==> src/rtl/decode_ctrl.sv <==
`default_nettype none
// ============================================================================
// Module   : decode_ctrl
// Purpose  : 2-entry fetch-to-decode buffer with immediate-format decode and
//            load-use hazard stall detection.
// Revision : 1.0  initial release
// ============================================================================
module decode_ctrl #(
  parameter logic [31:0] NOP_INST    = 32'h0000_0013,
  parameter int          STALL_CNT_W = 16
) (
  input  logic                   clk,
  input  logic                   rst_n,
  input  logic                   if_valid,
  output logic                   if_ready,
  input  logic [31:0]            if_inst,
  input  logic [31:0]            if_pc,
  output logic                   id_valid,
  input  logic                   id_ready,
  output logic [31:0]            id_inst,
  output logic [31:0]            id_pc,
  output logic [2:0]             imm_type,
  input  logic                   flush,
  input  logic                   ex_load,
  input  logic [4:0]             ex_rd,
  output logic                   hazard,
  output logic [STALL_CNT_W-1:0] stall_cnt
);

  localparam logic [6:0] c_op_lui    = 7'b0110111;
  localparam logic [6:0] c_op_auipc  = 7'b0010111;
  localparam logic [6:0] c_op_jal    = 7'b1101111;
  localparam logic [6:0] c_op_jalr   = 7'b1100111;
  localparam logic [6:0] c_op_branch = 7'b1100011;
  localparam logic [6:0] c_op_load   = 7'b0000011;
  localparam logic [6:0] c_op_store  = 7'b0100011;
  localparam logic [6:0] c_op_ari_i  = 7'b0010011;
  localparam logic [6:0] c_op_ari_r  = 7'b0110011;
  localparam logic [6:0] c_op_csr    = 7'b1110011;

  localparam logic [2:0] c_imm_i    = 3'd0;
  localparam logic [2:0] c_imm_s    = 3'd1;
  localparam logic [2:0] c_imm_b    = 3'd2;
  localparam logic [2:0] c_imm_u    = 3'd3;
  localparam logic [2:0] c_imm_j    = 3'd4;
  localparam logic [2:0] c_imm_z    = 3'd5;
  localparam logic [2:0] c_imm_none = 3'd7;

  localparam logic [1:0]             c_full      = 2'd2;
  localparam logic [STALL_CNT_W-1:0] c_stall_max = '1;
  localparam logic [STALL_CNT_W-1:0] c_stall_one = {{(STALL_CNT_W-1){1'b0}}, 1'b1};

  logic [31:0]            r_inst [2];
  logic [31:0]            r_pc   [2];
  logic                   r_head;
  logic                   r_tail;
  logic [1:0]             r_count;
  logic [STALL_CNT_W-1:0] r_stall_cnt;

  logic        w_not_empty;
  logic [31:0] w_head_inst;
  logic [31:0] w_head_pc;
  logic [6:0]  w_opcode;
  logic        w_uses_rs1;
  logic        w_uses_rs2;
  logic        w_rs1_match;
  logic        w_rs2_match;
  logic        w_hazard;
  logic        w_id_valid;
  logic        w_push;
  logic        w_pop;
  logic [2:0]  w_imm_type;

  assign w_not_empty = (r_count != 2'd0);
  assign w_head_inst = r_inst[r_head];
  assign w_head_pc   = r_pc[r_head];
  assign w_opcode    = w_head_inst[6:0];

  // Register-use decode of the head; CSR immediate forms (funct3[2]) read no rs1.
  always_comb begin
    w_uses_rs1 = 1'b0;
    w_uses_rs2 = 1'b0;
    case (w_opcode)
      c_op_jalr,
      c_op_load,
      c_op_ari_i:  w_uses_rs1 = 1'b1;
      c_op_branch,
      c_op_store,
      c_op_ari_r: begin
        w_uses_rs1 = 1'b1;
        w_uses_rs2 = 1'b1;
      end
      c_op_csr:    w_uses_rs1 = ~w_head_inst[14];
      default: begin
        w_uses_rs1 = 1'b0;
        w_uses_rs2 = 1'b0;
      end
    endcase
  end

  always_comb begin
    w_imm_type = c_imm_none;
    if (w_not_empty) begin
      case (w_opcode)
        c_op_lui,
        c_op_auipc:  w_imm_type = c_imm_u;
        c_op_jal:    w_imm_type = c_imm_j;
        c_op_branch: w_imm_type = c_imm_b;
        c_op_store:  w_imm_type = c_imm_s;
        c_op_csr:    w_imm_type = c_imm_z;
        c_op_load,
        c_op_jalr,
        c_op_ari_i:  w_imm_type = c_imm_i;
        default:     w_imm_type = c_imm_none;
      endcase
    end
  end

  assign w_rs1_match = w_uses_rs1 && (w_head_inst[19:15] == ex_rd);
  assign w_rs2_match = w_uses_rs2 && (w_head_inst[24:20] == ex_rd);
  assign w_hazard    = w_not_empty && ex_load && (ex_rd != 5'd0) &&
                       (w_rs1_match || w_rs2_match);

  assign w_id_valid  = w_not_empty && !w_hazard && !flush;
  assign w_push      = if_valid && if_ready && !flush;
  assign w_pop       = w_id_valid && id_ready;

  // Fetch handshake depends only on registered occupancy.
  assign if_ready  = (r_count != c_full);
  assign id_valid  = w_id_valid;
  assign id_inst   = w_not_empty ? w_head_inst : NOP_INST;
  assign id_pc     = w_not_empty ? w_head_pc : 32'd0;
  assign imm_type  = w_imm_type;
  assign hazard    = w_hazard;
  assign stall_cnt = r_stall_cnt;

  always_ff @(posedge clk or negedge rst_n) begin
    if (!rst_n) begin
      r_head  <= 1'b0;
      r_tail  <= 1'b0;
      r_count <= 2'd0;
    end else if (flush) begin
      r_head  <= 1'b0;
      r_tail  <= 1'b0;
      r_count <= 2'd0;
    end else begin
      if (w_push) r_tail <= ~r_tail;
      if (w_pop)  r_head <= ~r_head;
      r_count <= r_count + {1'b0, w_push} - {1'b0, w_pop};
    end
  end

  // Payload storage needs no reset: it is only observed through r_count.
  always_ff @(posedge clk) begin
    if (w_push) begin
      r_inst[r_tail] <= if_inst;
      r_pc[r_tail]   <= if_pc;
    end
  end

  // A flush cycle is not counted as a stall even if the head looked hazardous.
  always_ff @(posedge clk or negedge rst_n) begin
    if (!rst_n) begin
      r_stall_cnt <= '0;
    end else if (w_hazard && !flush && (r_stall_cnt != c_stall_max)) begin
      r_stall_cnt <= r_stall_cnt + c_stall_one;
    end
  end

endmodule
`default_nettype wire

==> config.mk <==
export PLATFORM = sky130hd
export DESIGN_NAME = decode_ctrl
export DESIGN_NICKNAME = d
export VERILOG_FILES = /design/src/rtl/decode_ctrl.sv
export SDC_FILE = /design/constraint.sdc
export NUM_CORES = 1
export LEC_CHECK = 0
export ABC_CLOCK_PERIOD_IN_PS = 3890
export CORE_MARGIN = 2
export CORE_UTILIZATION = 44
export DETAILED_ROUTE_END_ITERATION = 10
export GPL_ROUTABILITY_DRIVEN = 0
export PLACE_DENSITY = 0.76
export SLEW_MARGIN = 15
export SYNTH_ARGS = -nofsm -noshare
export SYNTH_HDL_FRONTEND = slang
export SYNTH_SLANG_ARGS = --single-unit
export TNS_END_PERCENT = 100
==> constraint.sdc <==
create_clock -name clk -period 3.89 [get_ports clk]
set_input_delay 0.5835 -clock clk [delete_from_list [all_inputs] [get_ports clk]]
set_output_delay 0.5835 -clock clk [all_outputs]
set_load 0.01 [all_outputs]
==> results.sh, run 1 <==
export IMPL_final_max_slew_viol_count=0
export IMPL_synthTopCellsByArea="edfxtp_1 (62%), mux2i_1 (9.9%), dfrtp_1 (8.1%)"
export IMPL_dieArea_um2=15000
export IMPL_overflow=0
export IMPL_core_area_um2=13800
export IMPL_end_kind="primary output"
export IMPL_grt_pass1_wl_um=20100
export IMPL_synth_cells=413
export IMPL_crit_family="buffers and inverters"
export IMPL_fin_cells=776
export IMPL_drt_wirelength_per_cell_um=17.0
export IMPL_layout_commonest_cell="clkdlybuf4s50_1"
export IMPL_setup_tns_ns=0
export IMPL_viasPerCell=5.12
export IMPL_fp_row_count=43
export IMPL_ant_nets=0
export IMPL_critPathRequiredTime_ns=3.31
export IMPL_drtPass1Iterations=4
export IMPL_dieWidth_um=122
export IMPL_synthesis_nets=491
export IMPL_layout_common_cells="clkdlybuf4s50_1 (160), edfxtp_1 (128), nor2_1 (67), mux2i_1 (60), xnor2_1 (24)"
export IMPL_clock_path_buffers=2
export IMPL_async_reset_ff_share_pct=13.5
export IMPL_antenna_found_initial=1
export IMPL_grtUsageTotal_pct=17.9
export IMPL_max_slew_worst_pin_slew_ns=0.873
export IMPL_ff2ff_setup_slack_ns=0.76
export IMPL_dp_hpwl_um=9020
export IMPL_startpoint_type="register"
export IMPL_start_util_pct=44.8
export IMPL_vias=3976
export IMPL_drtIter0Drc=174
export IMPL_slowest_stage="dfrtp_4"
export IMPL_grt_pass1_vias=4021
export IMPL_powerDensity_nw_per_um2=535
export IMPL_finalSetupViolCount=0
export IMPL_clock_sinks=148
export IMPL_grt_max_degree=65
export IMPL_skew_ns=0.00716
export IMPL_synth_edff_count=128
export IMPL_status="complete, no violations"
export IMPL_avgSynthCellArea_um2=14.9
export IMPL_synth_top_area_cell="edfxtp_1"
export IMPL_seq_area_frac_synth_pct=70.4
export IMPL_crit_fanout=13
export IMPL_nets=661
export IMPL_h_tree_depth=4
export IMPL_yosys_warnings=0
export IMPL_fmax_mhz=270
export IMPL_cts_root_buffer="clkbuf_16"
export IMPL_dpl_cell_count=743
export IMPL_crit_path_cell_trace="buf_6 -> or4b_1 -> a22oi_2 -> and2_1 -> o2111ai_1 -> nand2_1 -> buf_4 -> clkdlybuf4s50_1"
export IMPL_stdcell_area_um2=8710
export IMPL_synth_top_area_share_pct=62.3
export IMPL_syn_area_um2=6170
export IMPL_ir_worst_vdd_v=0.000323
export IMPL_crit_arrival_ns=3.12
export IMPL_relSlewSlack_pct=41.6
export IMPL_diodes=0
export IMPL_drc_errors=0
export IMPL_tritoncts="done"
export IMPL_path_buf_inv=3
export IMPL_worstHoldPathType="reg -> reg"
export IMPL_hold_viol=0
export IMPL_slowest_delay_ns=0.60
export IMPL_synth_distinct_cells=46
export IMPL_period_share_pct=95.2
export IMPL_fin_ws_ns=0.187
export IMPL_cts_buffers=17
export IMPL_ys_flop_type="edfxtp_1"
export IMPL_cap_violations=0
export IMPL_dpl_cell_area_um2=8030
export IMPL_dp_slack_ns=0.345
export IMPL_pin_count=161
export IMPL_clkTransAtPathRegs_ns=0.06
export IMPL_wirelength_um=13200
export IMPL_die_height_um=122
export IMPL_holdWs_ns=0.493
export IMPL_clk_latency_ns=0.41
export IMPL_syn2layout_area_growth_pct=41.0
export IMPL_crit_type="reg -> out"
export IMPL_period_needed_ns=3.70
export IMPL_synth_seq_cells=148
export IMPL_numPortBuffers=160
export IMPL_layout_drive_gt1_share_pct=9.90
export IMPL_cellLeakagePower_nw=2.98
cells in the mapped netlist (2+ instances only):
cell type,instances
edfxtp_1,128
nor2_1,70
mux2i_1,61
xnor2_1,24
dfrtp_1,20
nand2_1,14
clkbuf_1,11
nand3_1,11
and2_1,7
nand4_1,7
and3_1,5
buf_6,3
ha_1,3
mux2_2,3
mux2i_2,3
nor3_1,3
or2_2,3
xor2_1,3
a21oi_1,2
a31o_2,2
inv_1,2
nand2b_1,2
o2111ai_1,2
or3_1,2
sequential cells by signal (all words and copies together) (netlist names):
register,count
r_count,2
r_head,1
r_inst,64
r_pc,64
r_tail,1
stall_cnt,16
stage by stage:
step | util (%) | power [mW]
finish | 63.2 | 4.66
global route | 63.2 | 4.85
CTS | 63.0 | 4.69
detailed placement | 58.3 | 2.91
global placement | 58.3 | 2.90
floorplan | - | 2.40
final cells by class:
class                      instances  area (µm²)
clock buffer                      17         425
clock inverter                    15         226
fill                            1031        5070
inverter                           2        7.51
multi-input combinational        246        1770
sequential                       148        4350
tap                              180         225
timing repair buffer             168        1700
where the power goes:
| part | internal [mW] | total (mW) | switching (mW) |
|---|---|---|---|
| clock network | 1.14 | 1.77 | 0.629 |
| registers | 1.83 | 1.87 | 0.0427 |
| logic | 0.512 | 1.01 | 0.495 |
| total | 3.49 | 4.66 | 1.17 |
cells by family after synthesis:
logic type / Yosys count / synth area share (%)
xor gates and xnor gates: 27 / 3.83
adders and majority gates: 3 / 0.608
muxes: 68 / 11.5
buffers and inverters: 19 / 1.60
AOI/OAI and AO/OA: 16 / 2.09
DFF: 148 / 70.4
and+or+nand+nor: 132 / 10.0
metal layers:
| metal | routed length (µm) | GRT usage, % | vias to the layer above |
|---|---|---|---|
| li1 | - | - | 1868 |
| met1 | 5510 | 22.0 | 1922 |
| met2 | 6460 | 29.2 | 164 |
| met3 | 1010 | 6.55 | 20 |
| met4 | 172 | 6.11 | 2 |
| met5 | 13 | 0 | - |
repair_timing:
action / 4_1_cts / 5_1_grt
setup buffers: 0 / 1
endpoints found under the setup margin: 0 / 2
hold buffers: 0 / 0
resized for setup: 0 / 3
worst paths after layout:
| check | start | to | depth (start not counted) |
|---|---|---|---|
| hold reg to reg | stall_cnt[10] | stall_cnt[10] | 1 |
| hold / removal | stall_cnt[10] | stall_cnt[10] | 1 |
| min in group asynchronous | rst_n | stall_cnt[10] | 1 |
| setup reg to reg | r_head | r_count[1] | 13 |
| max in group asynchronous | rst_n | r_head | 1 |
| setup / recovery | r_head | hazard | 8 |
No activity file was read; power rests on OpenSTA's default activity.
==> inputs of run 2 (changes only) <==
- SLEW_MARGIN: 15 -> 5
==> results of run 2 <==
Final layout, timing and power as in run 1 (identical DEF).
